===== config.mk =====
export PLATFORM = sky130hd
export DESIGN_NAME = hex_entry_controller
export DESIGN_NICKNAME = d
export VERILOG_FILES = /design/src/rtl/hex_entry_pkg.sv /design/src/rtl/rising_edge_detect.sv /design/src/rtl/hex_entry_controller.sv
export SDC_FILE = /design/constraint.sdc
export NUM_CORES = 1
export LEC_CHECK = 0
export CORE_AREA = 10 10 88 90
export DETAILED_ROUTE_END_ITERATION = 12
export DIE_AREA = 0 0 98 100
export PLACE_DENSITY_LB_ADDON = 0.25
export SETUP_SLACK_MARGIN = 0.4
export SLEW_MARGIN = 20
export SYNTH_ARGS = -nofsm -noshare
export SYNTH_HDL_FRONTEND = slang
export SYNTH_SLANG_ARGS = --single-unit
export TNS_END_PERCENT = 50

===== constraint.sdc =====
create_clock -name clock -period 2.05 [get_ports clock]
set_input_delay 0.41 -clock clock [delete_from_list [all_inputs] [get_ports clock]]
set_output_delay 0.41 -clock clock [all_outputs]
set_load 0.01 [all_outputs]

===== src/rtl/hex_entry_pkg.sv =====
// Shared types and helpers for the hex entry controller: FSM state encoding,
// nibble width and the digit-count width function.
package hex_entry_pkg;

   typedef enum logic [1:0] {
      IDLE  = 2'd0,
      ENTRY = 2'd1,
      HOLD  = 2'd2
   } state_e;

   localparam int NIBBLE_W = 4;

   // Width needed to count 0..digits inclusive.
   function automatic int count_width(input int digits);
      return $clog2(digits + 1);
   endfunction

endpackage


===== src/rtl/rising_edge_detect.sv =====
// Registered-history rising-edge detector for push-buttons. History resets to 1
// so a button already held when reset releases does not produce an edge.
module rising_edge_detect (
   input  logic clock,
   input  logic reset,
   input  logic level,
   output logic rise
);

   logic hist_q;
   logic hist_d;

   always_comb begin
      hist_d = level;
   end

   always_ff @(posedge clock) begin
      if (reset) begin
         hist_q <= 1'b1;
      end else begin
         hist_q <= hist_d;
      end
   end

   assign rise = level & ~hist_q;

endmodule


===== src/rtl/hex_entry_controller.sv =====
// Collects hex keystrokes into an operand word and hands it off over valid/ready.
// Optional idle timeout of a partial entry is enabled by HEX_ENTRY_TIMEOUT_EN.
module hex_entry_controller
   import hex_entry_pkg::*;
#(
   parameter int DIGITS         = 8,
   parameter int TIMEOUT_CYCLES = 50_000_000
) (
   input  logic                            clock,
   input  logic                            reset,
   input  logic                            key_valid,
   input  logic [NIBBLE_W-1:0]             key_nibble,
   input  logic                            commit,
   input  logic                            clear,
   output logic [NIBBLE_W*DIGITS-1:0]      word_data,
   output logic                            word_valid,
   input  logic                            word_ready,
   output logic [NIBBLE_W*DIGITS-1:0]      entry_value,
   output logic [count_width(DIGITS)-1:0]  digit_count,
   output logic                            overflow
);

   localparam int W     = NIBBLE_W * DIGITS;
   localparam int CNT_W = count_width(DIGITS);

   state_e             state_q, state_d;
   logic [W-1:0]       entry_q, entry_d;
   logic [CNT_W-1:0]   count_q, count_d;
   logic               ovf_q, ovf_d;
   logic [W-1:0]       word_data_q, word_data_d;
   logic               word_valid_q, word_valid_d;
   logic               commit_edge, clear_edge;
   logic               key_accept;

   rising_edge_detect u_commit_edge (
      .clock (clock),
      .reset (reset),
      .level (commit),
      .rise  (commit_edge)
   );

   rising_edge_detect u_clear_edge (
      .clock (clock),
      .reset (reset),
      .level (clear),
      .rise  (clear_edge)
   );

   // Keys only count when no higher-priority button edge claims the cycle.
   assign key_accept = key_valid & ~clear_edge & ~commit_edge &
                       (state_q != HOLD) & (count_q < CNT_W'(DIGITS));

`ifdef HEX_ENTRY_TIMEOUT_EN
   localparam int TO_W = $clog2(TIMEOUT_CYCLES);
   logic [TO_W-1:0] idle_cnt_q, idle_cnt_d;
   logic            activity;
`endif

   always_comb begin
      state_d      = state_q;
      entry_d      = entry_q;
      count_d      = count_q;
      ovf_d        = ovf_q;
      word_data_d  = word_data_q;
      word_valid_d = word_valid_q;

      if (state_q == HOLD && word_valid_q && word_ready) begin
         word_valid_d = 1'b0;
         state_d      = IDLE;
      end

      if (clear_edge) begin
         entry_d = '0;
         count_d = '0;
         ovf_d   = 1'b0;
         if (state_q != HOLD) begin
            state_d = IDLE;
         end
      end else if (commit_edge) begin
         if (state_q == ENTRY) begin
            word_data_d  = entry_q;
            word_valid_d = 1'b1;
            entry_d      = '0;
            count_d      = '0;
            ovf_d        = 1'b0;
            state_d      = HOLD;
         end
      end else if (key_valid) begin
         if (key_accept) begin
            entry_d = {entry_q[W-NIBBLE_W-1:0], key_nibble};
            count_d = count_q + CNT_W'(1);
            state_d = ENTRY;
         end else begin
            ovf_d = 1'b1;
         end
      end

`ifdef HEX_ENTRY_TIMEOUT_EN
      activity   = clear_edge | commit_edge | key_accept;
      idle_cnt_d = '0;
      if (state_q == ENTRY && !activity) begin
         if (idle_cnt_q == TO_W'(TIMEOUT_CYCLES - 1)) begin
            entry_d = '0;
            count_d = '0;
            state_d = IDLE;
         end else begin
            idle_cnt_d = idle_cnt_q + 1'b1;
         end
      end
`endif
   end

   always_ff @(posedge clock) begin
      if (reset) begin
         state_q      <= IDLE;
         entry_q      <= '0;
         count_q      <= '0;
         ovf_q        <= 1'b0;
         word_data_q  <= '0;
         word_valid_q <= 1'b0;
`ifdef HEX_ENTRY_TIMEOUT_EN
         idle_cnt_q   <= '0;
`endif
      end else begin
         state_q      <= state_d;
         entry_q      <= entry_d;
         count_q      <= count_d;
         ovf_q        <= ovf_d;
         word_data_q  <= word_data_d;
         word_valid_q <= word_valid_d;
`ifdef HEX_ENTRY_TIMEOUT_EN
         idle_cnt_q   <= idle_cnt_d;
`endif
      end
   end

   assign word_data   = word_data_q;
   assign word_valid  = word_valid_q;
   assign entry_value = entry_q;
   assign digit_count = count_q;
   assign overflow    = ovf_q;

endmodule


==> results.py <==
metrics = {
    "outcome": {
        "outcome": "completed",
    },
    "final_layout": {
        "finalNetCount": 423,
        "n_fill_cell": 547,
        "area_growth_pct": 44.2,
        "stdcell_count": 494,
        "diodes": 0,
        "final_layout_size_suffix_gt1_frac": 0.115,
        "fin_util": 0.635,
    },
    "pwr": {
        "combPwrFrac": 0.068,
        "p_sw_w": 0.000610,
        "leakage_nw": 1.77,
        "power_density_mw_per_mm2": 688,
        "ir_worst_vdd_mv": 0.333,
        "seqPwrFrac": 0.548,
        "swShare": 0.227,
        "p_int_w": 0.00207,
        "clkPwrFrac": 0.385,
        "power.total_w": 0.00268,
    },
    "timing": {
        "finalHoldViolations": 0,
        "timing.hold.ws_ps": 430,
        "slew_headroom": 0.795,
        "grt_setup_unrepaired": "yes",
        "max_slew.worst_pin.slew_ps": 299,
        "fmax_ghz": 0.603,
        "min_period_over_period": 0.810,
        "slew_viol_final": 0,
        "fin_crit_ps": 1660,
        "finClkSkew_ps": 5.73,
        "setup_viol": 0,
    },
    "setup_path": {
        "path_buf_inv": 1,
        "worstSetupPathType": "reg2out",
        "critPathRequiredTime_ps": 1640,
        "slowest_delay_ps": 550,
        "cp.arrival_ps": 1250,
        "r2r_start": "digit_count[3]",
        "critical_path.startpoint": "entry_value[31]",
        "reg2reg_depth": 4,
        "ff2ff_setup_slack_ps": 430,
        "worstPathCellList": "clkdlybuf4s50_1",
        "endpoint_kind": "primary output",
        "cpLargestDelayFamily": "buffers and inverters",
        "crit_path_top_delay_cell": "clkdlybuf4s50_1",
        "crit_path_max_fanout": 3,
        "cp-start-kind": "flip-flop",
        "r2r_end": "digit_count[2]",
        "crit_end": "entry_value[31]",
        "cp.depth": 1,
    },
    "yosys": {
        "yosys_warnings": 0,
        "ys_ff_latch": 74,
        "synthArstFlopShare": 0,
        "synthCells": 330,
        "synth_edf_count": 0,
        "synth-main-ff-cell": "dfxtp_1",
        "syn-num-nets": 341,
        "syn_area_mm2": 0.00270,
        "ys_types": 25,
        "yosysSeqAreaShare": 0.548,
        "syn_area_per_cell_um2": 8.19,
    },
    "detailed_routing": {
        "first_iter_violations": 157,
        "num_vias": 2463,
        "drt_wl_total_um": 7340,
        "firstDrtPassIters": 4,
        "wl_per_cell_um": 14.9,
        "drc": 0,
        "viasPerCell": 4.99,
        "drtAntennaViolNets": 0,
    },
    "placement": {
        "dp_hpwl_um": 5220,
        "gp_congestion": 0.816,
        "numPortBuffers": 79,
        "dp.cells": 476,
    },
    "floorplan": {
        "initial_utilization": 0.441,
        "fp-row-count": 29,
        "die_x_um": 98,
        "dieHeight_um": 100,
        "fp.coreArea_mm2": 0.00613,
        "io_pins": 80,
        "die-area_mm2": 0.00980,
    },
    "cts": {
        "cts_buffer_depth": 2,
        "cts_tree": "yes",
        "htreeDepth": 3,
        "cts_hold_buf": 0,
        "clk_pin_slew_ps": 70,
        "clk_latency_ps": 340,
        "cts_root_buf": "clkbuf_8",
        "cts_sinks": 74,
        "cts_buffers": 9,
    },
    "grt": {
        "track_usage": 0.143,
        "grt_pass1_wl_um": 11700,
        "grt_pass1_vias": 2384,
        "antenna_found_initial": 0,
        "grt_overflow": 0,
        "grt_max_degree": 33,
    },
    "worst_hold_path": {
        "holdCritPathClass": "in2reg",
    },
    "run": {
        "drv_cap": 0,
    },
}
[cells in the mapped netlist (all sizes together), types with 2 or more instances]
cell / n / area, um^2
a21oi: 69 / 345
buf: 8 / 42.5
o21ai: 3 / 15.0
nand2: 99 / 372
nand3: 34 / 170
nor2b: 3 / 33.8
or3: 2 / 12.5
or2: 4 / 25.0
nand2b: 4 / 32.5
nor2: 4 / 15.0
dfxtp: 74 / 1480
clkbuf: 18 / 67.6
[power groups by stage]
stage                     sequential [W]  combinational [W]  clock (W)
after detailed placement         0.00150           0.000178          0
final                            0.00147           0.000182    0.00103
after global placement           0.00150           0.000176          0
after CTS                        0.00147           0.000183    0.00107
after global routing             0.00147           0.000198    0.00112
after floorplan                  0.00150          0.0000920          0
[worst min-delay path by stage]
stage	start	end	slack [ps]	cells past startpoint
3_3_place_gp	word_data[21]	word_data[21]	440	2
3_5_place_dp	word_data[12]	word_data[12]	450	2
5_1_grt	clear	u_clear_edge.hist_q	430	2
2_1_floorplan	word_data[0]	word_data[0]	480	2
4_1_cts	clear	u_clear_edge.hist_q	420	2
6_report	clear	u_clear_edge.hist_q	430	2
[layout make-up]
type | count | area, um^2 | share of cell area
clock buffers | 15 | 176 | 0.0453
clock inverters | 1 | 7.51 | 0.00193
inverters | 1 | 3.75 | 0.000963
multi-input cells | 229 | 1120 | 0.288
flip-flops and latches | 74 | 1490 | 0.382
well taps | 77 | 96.3 | 0.0247
repair buffers | 97 | 1000 | 0.257
[layer usage]
metal	share of wire	up-vias	track usage	routed length, um
li1	-	1264	-	-
met1	0.43	1134	0.161	3150
met2	0.50	55	0.241	3660
met3	0.057	10	0.0467	420
met4	0.015	0	0.0671	111
met5	0	-	0	0
[registers in the layout, indices dropped and copies added, names as in the netlist]
register,cells
overflow,1
state_q,2
u_clear_edge.hist_q,1
word_valid,1
entry_value,32
u_commit_edge.hist_q,1
word_data,32
digit_count,4
[timing repair]
| action | CTS | global route |
|---|---|---|
| pin swaps | 4 | 2 |
| setup buffers | 2 | 0 |
| endpoints found under the hold margin | 0 | 0 |
| gates resized for setup | 20 | 28 |
| setup endpoints to repair | 76 | 50 |
[cell families after synthesis]
family	synth area share
compound gates	0.142
fa+ha+maj	0.00463
buf+inv	0.0421
flops	0.548
simple gates	0.263
[placed cells by master (no fill, tap or decap), drive strengths merged, types with 2 or more instances in the layout]
master         count
dlygate4sd2       15
or2                4
a21oi             69
dfxtp             74
buf               18
clkbuf            15
o21ai              3
nor2b              3
nand2             99
nor2               4
nand2b             4
dlymetal6s2s      23
or3                2
nand3             34
clkdlybuf4s50     41
[stage by stage]
step	setup TNS, ps	instance area (um^2)	setup slack, ps
finish	0	3900	390
global route	0	3900	358
CTS	0	3830	321
detailed placement	-1250	3630	-65.1
floorplan	0	2700	376
global placement	-450	3630	-24.2
(Power assumes the default switching activity.)
